--- config.mk ---
export PLATFORM = sky130hd
export DESIGN_NAME = mem_arbiter
export DESIGN_NICKNAME = d
export VERILOG_FILES = /design/src/rtl/mem_arbiter.sv
export SDC_FILE = /design/constraint.sdc
export NUM_CORES = 1
export LEC_CHECK = 0
export ABC_AREA = 1
export BUFFER_PORTS_ARGS = -buffer_cell sky130_fd_sc_hd__buf_2
export CORE_ASPECT_RATIO = 1.4
export CORE_MARGIN = 2
export CORE_UTILIZATION = 38
export DETAILED_ROUTE_END_ITERATION = 8
export PLACE_DENSITY = 0.82
export SYNTH_ARGS = -nofsm -noshare
export SYNTH_HDL_FRONTEND = slang
export SYNTH_SLANG_ARGS = --single-unit
--- constraint.sdc ---
create_clock -name Clk -period 1.2 [get_ports Clk]
set_input_delay 0.06 -clock Clk [delete_from_list [all_inputs] [get_ports Clk]]
set_output_delay 0.06 -clock Clk [all_outputs]
set_load 0.005 [all_outputs]
--- src/rtl/mem_arbiter.sv ---
// mem_arbiter: two-requester round-robin arbiter/sequencer for a single-port
// synchronous BRAM with 1-cycle registered read latency.
`default_nettype none

module mem_arbiter #(
    parameter int AddrWidth = 8,
    parameter int DataWidth = 16
) (
    input  logic                 Clk,
    input  logic                 Reset_N,
    input  logic                 Req_A,
    input  logic                 Wr_A,
    input  logic [AddrWidth-1:0] Addr_A,
    input  logic [DataWidth-1:0] WData_A,
    output logic                 Ack_A,
    output logic [DataWidth-1:0] RData_A,
    input  logic                 Req_B,
    input  logic                 Wr_B,
    input  logic [AddrWidth-1:0] Addr_B,
    input  logic [DataWidth-1:0] WData_B,
    output logic                 Ack_B,
    output logic [DataWidth-1:0] RData_B,
    output logic [AddrWidth-1:0] Mem_Address,
    output logic [DataWidth-1:0] Mem_DIn,
    output logic                 Mem_Write_EN,
    input  logic [DataWidth-1:0] Mem_DOut,
    output logic                 Busy
);

    typedef enum logic [1:0] {
        IDLE   = 2'd0,
        ACCESS = 2'd1,
        RESP   = 2'd2
    } state_t;

    localparam logic OWN_A = 1'b0;
    localparam logic OWN_B = 1'b1;

    state_t                state_q, state_d;
    logic                  owner_q, owner_d;
    logic                  wr_q, wr_d;
    logic                  last_grant_q, last_grant_d;
    logic [AddrWidth-1:0]  addr_q, addr_d;
    logic [DataWidth-1:0]  din_q, din_d;
    logic                  we_q, we_d;
    logic                  ack_a_q, ack_a_d;
    logic                  ack_b_q, ack_b_d;
    logic                  grant_b;
    logic                  grant_wr;

    // B wins if it is alone, or if both ask and A was served last.
    assign grant_b  = Req_B && (!Req_A || (last_grant_q == OWN_A));
    assign grant_wr = grant_b ? Wr_B : Wr_A;

    always_comb begin
        state_d      = state_q;
        owner_d      = owner_q;
        wr_d         = wr_q;
        last_grant_d = last_grant_q;
        addr_d       = addr_q;
        din_d        = din_q;
        we_d         = we_q;
        ack_a_d      = ack_a_q;
        ack_b_d      = ack_b_q;
        case (state_q)
            IDLE: begin
                we_d = 1'b0;
                if (Req_A || Req_B) begin
                    owner_d      = grant_b;
                    wr_d         = grant_wr;
                    last_grant_d = grant_b;
                    addr_d       = grant_b ? Addr_B : Addr_A;
                    din_d        = grant_b ? WData_B : WData_A;
                    we_d         = grant_wr;
                    state_d      = ACCESS;
                end
            end
            ACCESS: begin
                we_d    = 1'b0;
                ack_a_d = (owner_q == OWN_A);
                ack_b_d = (owner_q == OWN_B);
                state_d = RESP;
            end
            RESP: begin
                ack_a_d = 1'b0;
                ack_b_d = 1'b0;
                state_d = IDLE;
            end
            default: begin
                we_d    = 1'b0;
                ack_a_d = 1'b0;
                ack_b_d = 1'b0;
                state_d = IDLE;
            end
        endcase
    end

    always_ff @(posedge Clk or negedge Reset_N) begin
        if (!Reset_N) begin
            state_q      <= IDLE;
            owner_q      <= OWN_A;
            wr_q         <= 1'b0;
            last_grant_q <= OWN_B;
            addr_q       <= '0;
            din_q        <= '0;
            we_q         <= 1'b0;
            ack_a_q      <= 1'b0;
            ack_b_q      <= 1'b0;
        end else begin
            state_q      <= state_d;
            owner_q      <= owner_d;
            wr_q         <= wr_d;
            last_grant_q <= last_grant_d;
            addr_q       <= addr_d;
            din_q        <= din_d;
            we_q         <= we_d;
            ack_a_q      <= ack_a_d;
            ack_b_q      <= ack_b_d;
        end
    end

    // Memory DOut is valid only in RESP, which is exactly when Ack is high.
    assign RData_A      = (ack_a_q && !wr_q) ? Mem_DOut : '0;
    assign RData_B      = (ack_b_q && !wr_q) ? Mem_DOut : '0;
    assign Ack_A        = ack_a_q;
    assign Ack_B        = ack_b_q;
    assign Mem_Address  = addr_q;
    assign Mem_DIn      = din_q;
    assign Mem_Write_EN = we_q;
    assign Busy         = (state_q != IDLE);

endmodule

`default_nettype wire

Word-level counts from Yosys, hierarchy flattened

Index checks and enable logic that the tools add are counted.

$lt $le $gt $ge: 0
Multiplexer cells: 11
Eq/ne operators: 3
Add/subtract/negate cells: 0
Multipliers: 0
Bitwise operators: 2
Reduce and logical (&&, ||, !) cells: 10
Divide/modulo/power cells: 0
Shift operators: 0

Operators by type and width:

| kind                                                 | number |
|---|---|
| 2-to-1 mux 16 bit                                    | 3 |
| 2-to-1 mux 8 bit                                     | 1 |
| one-hot mux 1 bit (2 select lines)                   | 3 |
| one-hot mux 2 bit (2 select lines)                   | 1 |
| logical AND 1 bit                                    | 3 |
| equality test 2 x 1 -> 1 bit (second input constant) | 1 |
| equality test 2 bit (second input constant)          | 1 |
| zero test 1 bit                                      | 2 |
| zero test 2 bit                                      | 1 |
| logical OR 1 bit                                     | 2 |
| 2-to-1 mux 1 bit                                     | 2 |
| 2-to-1 mux 2 bit                                     | 1 |
| != test 2 bit (second input constant)                | 1 |
| inverter 1 bit                                       | 2 |
| AND reduction 2 bit                                  | 1 |
| nonzero test 2 bit                                   | 1 |

Bits of input ports: 70
Output and inout port bits: 60
Memory bits (read-only): 0
Flip-flop bits (word level): 32
Logic and storage cells: 35
Memories: 0
Bits in writable memories: 0
Bits in latches: 0

Depth between registers and ports, before layout

Depth in word-level cells: 6
Gate-level depth with buffers: 7
Mapped depth without buffers: 6

Worst setup path before layout

No wires, ideal clock.

Path kind: reg-to-reg
Start point: register last_grant_q
End point: register addr_q[7], in the netlist Mem_Address[7]
Required time: 1.082 ns
Clock period less this slack: 1.146 ns
Buffers on the path: 1
Library setup time: 0.118 ns
Cell stages (with the launch flop): 7
Data arrival time: 1.029 ns
Slack: 0.054 ns
Cells stage by stage: dfstp_2 nand2_2 nand2_2 buf_4 nand2_1 nand3_1 nand2_1

Word-level cells in the longest chain between the ends: 4

Ends and longest elaborated chain:

| item                   | line | RTL |
|---|---|---|
| from (decl)            | 42   | `logic last_grant_q, last_grant_d;` |
| from (signal assigned) | 113  | `last_grant_q <= last_grant_d;` |
| inverter 1 bit         | 52   | `assign grant_b = Req_B && (!Req_A \|\| (last_grant_q == OWN_A));` |
| logical OR 1 bit       | 52   |  |
| logical AND 1 bit      | 52   |  |
| 2-to-1 mux 8 bit       | 72   | `addr_d = grant_b ? Addr_B : Addr_A;` |
| to (signal assigned)   | 114  | `addr_q <= addr_d;` |
| to (decl)              | 43   | `logic [AddrWidth-1:0] addr_q, addr_d;` |

Every way passes these cells.
A chain may end at the register's enable or synchronous reset.

Final worst setup path

Start point: register state_q[1]
End point: register addr_q[1], in the netlist Mem_Address[1]

Word-level cells in the longest chain between the ends: 2

Ends and longest elaborated chain:

| item                          | line | RTL |
|---|---|---|
| from (decl)                   | 39   | `state_t state_q, state_d;` |
| from (signal assigned)        | 110  | `state_q <= state_d;` |
| zero test 2 bit               | 65   | `case (state_q)` |
| AND reduction 2 bit (no line) | -    |  |

Every way passes these cells.

==> summary.md <==
| Metric | Value |
|---|---|
| Clk root buf | `clkbuf_8` |
| CTS Buffer Depth | `2` |
| Final Power | `about 6.2 mW` |
| Multi-input logic area | `between 800 and 900 um^2` |
| Failing checks | `negative setup slack` |
| Nets | `between 500 and 600` |
| CP Cell Sequence | `inv_2 -> nand2_4 -> nor2_8 -> buf_6 -> buf_8 -> nand3_1 -> nand2_1` |
| Yosys warns | `0` |
| CTS tree | `done` |
| Core footprint | `around 4900 um^2` |
| Tcrit/Tclk final | `106%` |
| Yosys cell types | `15` |
| Ant diodes | `0` |
| Min-Delay Path Class | `in2reg` |
| Hold path depth | `5` |
| Area after DPL | `2660 um^2` |
| DPL Wire Length | `about 4200 um` |
| DR iter-0 viols | `44` |
| Busiest layer in global routing | `met2` |
| Die area | `~5700 um^2` |
| Vias in the first global route | `approximately 2000` |
| CP Max Fanout | `8` |
| R2R setup slack | `-0.07 ns` |
| Max-cap viol count | `0` |
| Slew HR | `approximately 73%` |
| GRT met3 Usage | `3.73%` |
| Seq. cell area | `~800 um^2` |
| Worst Path Required | `~1.4 ns` |
| Fin. Hold Viols | `0` |
| Wire per inst | `around 12 um` |
| Crit-path max cell delay | `slightly above 0.4 ns` |
| Startpoint Class | `flip-flop` |
| Via Count | `roughly 2300` |
| Met1 global-route usage | `between 10% and 20%` |
| Peak VDD IR | `between 1000 and 1500 uV` |
| Synth area leaders | `dfrtp_1 (40%), nand2_1 (16%), inv_1 (14%)` |
| Sink Count | `32` |
| Layout cell share with drive strength beyond 1 | `44.0%` |
| Routability cong. | `0.812` |
| Global-route wire length before repair | `around 8500 um` |
| Critical Path AT | `about 1.5 ns` |
| WL final | `roughly 6000 um` |
| Syn Nets | `around 360` |
| Die X-Extent | `approximately 64 um` |
| Via density | `between 4 and 5` |
| CP Capture Type | `flip-flop` |
| Share of the synthesized area in the top cell type | `40.3%` |
| Reg2reg path depth | `7` |
| GRT Total Usage | `between 10% and 20%` |
| Leakage power | `roughly 2.0 nW` |
| Sequential element share of the synthesized area | `approximately two fifths` |
| Final setup viols | `23` |
| Initial Util | `39.4%` |
| Fmax | `788 MHz` |
| Cts bufs inserted | `5` |
| Most common cell after layout, fill and taps aside | `buf_2` |
| Synthesized area | `1920 um^2` |
| Fin crit period | `about 1.3 ns` |
| Most frequent cells in the layout | `buf_2 (129), nand2_1 (80), inv_1 (68), nand3_1 (42), dfrtp_1 (31)` |
| Status | `complete, but fails checks` |
| Syn Area/Cell | `roughly 6.6 um^2` |
| RSZ-0062 raised after global routing | `yes` |
| Design area | `roughly 3100 um^2` |
| DRC violations left | `0` |
| Largest net degree at the start of global routing | `27` |
| Slowest cell on crit path | `dfrtp_1` |
| Clk pin slew, worst setup/hold paths | `~0.06 ns` |
| Synth Instances | `just under 300` |
| # fillers | `approximately 430` |
| Slew Viols, Final | `0` |
| Grt total ovfl | `0` |
| Clk_lat worst skew | `just under 0.3 ns` |
| Setup Crit Path Kind | `reg2reg` |
| Max H-tree Level | `2` |
| Die Span Y | `between 80 and 90 um` |
| Worst-Margin Slew | `0.399 ns` |
| Setup ws final | `-0.0690 ns` |
| GR Util met2 | `about 40%` |
| Pwr Density | `2010 nW/um^2` |
| Clock skew | `between 0.006 and 0.007 ns` |
| Synth area leader | `dfrtp_1` |
| DR pass1 iterations | `4` |
| Port Buf Inserts | `129` |
| # rows | `30` |
| Initial antenna violation count | `0` |
| I/O pin total | `130` |
| Syn-to-layout area delta | `61.1%` |
| #FFs+latches synth | `32` |
| Remaining antenna violation count | `0` |
[through the flow]
stage / util [%] / hold WS [ns] / setup slack (ns) / TNS, ns / std cells
global placement: 54.5 / -0.000722 / 0.0500 / 0 / 483
detailed placement: 54.5 / 0.00344 / 0.000678 / 0 / 483
CTS: 57.3 / 0.0630 / -0.00943 / -0.0437 / 494
global route: 63.5 / 0.0830 / -0.141 / -3.98 / 509
finish: 63.5 / 0.0678 / -0.0690 / -0.805 / 509
floorplan: - / -0.236 / 0.0537 / 0 / 293
[sequential cells by signal (all words and copies together) (netlist names)]
register      count
Mem_DIn          16
Mem_Address       8
state_q           2
Ack_A             1
Ack_B             1
Mem_Write_EN      1
last_grant_q      1
owner_q           1
wr_q              1
[final timing paths]
kind	startpoint	endpoint
worst max register to register	state_q[1]	Mem_Address[1]
max in group asynchronous	Reset_N	Mem_DIn[15]
worst min register to register	owner_q	Ack_A
worst min-delay path	WData_A[1]	Mem_DIn[1]
worst max-delay path	state_q[1]	Mem_Address[1]
min in group asynchronous	Reset_N	Mem_DIn[1]
[synth_stat cells (all sizes together)]
cell,instances
nand2,86
inv,72
nand3,52
nor2,35
dfrtp,31
buf,10
clkbuf,3
o21ai,3
dfstp,1
[metal layers]
metal	vias up	share of wire, %
li1	1158	-
met1	1057	36
met2	106	54
met3	9	7.9
met4	0	2.3
met5	-	0
[worst max-delay path: cells and delay by family, from the launching register on]
kind	cells	cell delay [ns]
AND/OR/NAND/NOR	4	0.43
buffers and inverters	3	0.37
flip-flops	1	0.41
[cell type report]
class / count / share of cell area, %
clock buffers: 8 / 2.91
inverters: 72 / 9.13
multi-input cells: 176 / 27.8
flip-flops and latches: 32 / 25.9
well taps: 64 / 2.58
repair buffers: 156 / 31.4
repair inverters: 1 / 0.283
[report_power, final]
group / total [mW] / internal (mW) / switching [mW]
Combinational: 3.43 / 1.66 / 1.77
Sequential: 1.96 / 1.63 / 0.331
Clock: 0.833 / 0.467 / 0.367
[timing repair]
| action | CTS | global route |
|---|---|---|
| gates cloned | 1 | 5 |
| hold buffers | 1 | 0 |
| setup endpoints to repair | 40 | 53 |
| hold endpoints to repair | 14 | 0 |
| setup buffers | 1 | 10 |
| gates resized for setup | 9 | 41 |
| pin swaps | 0 | 13 |
[cells by family after synthesis]
| group | Yosys count | synth area share, % |
|---|---|---|
| AND/OR/NAND/NOR | 173 | 38.8 |
| buffers and inverters | 85 | 18.7 |
| flip-flops | 32 | 41.7 |
| AO/OA/AOI/OAI | 3 | 0.781 |
Power figures use the tool's default switching activity.
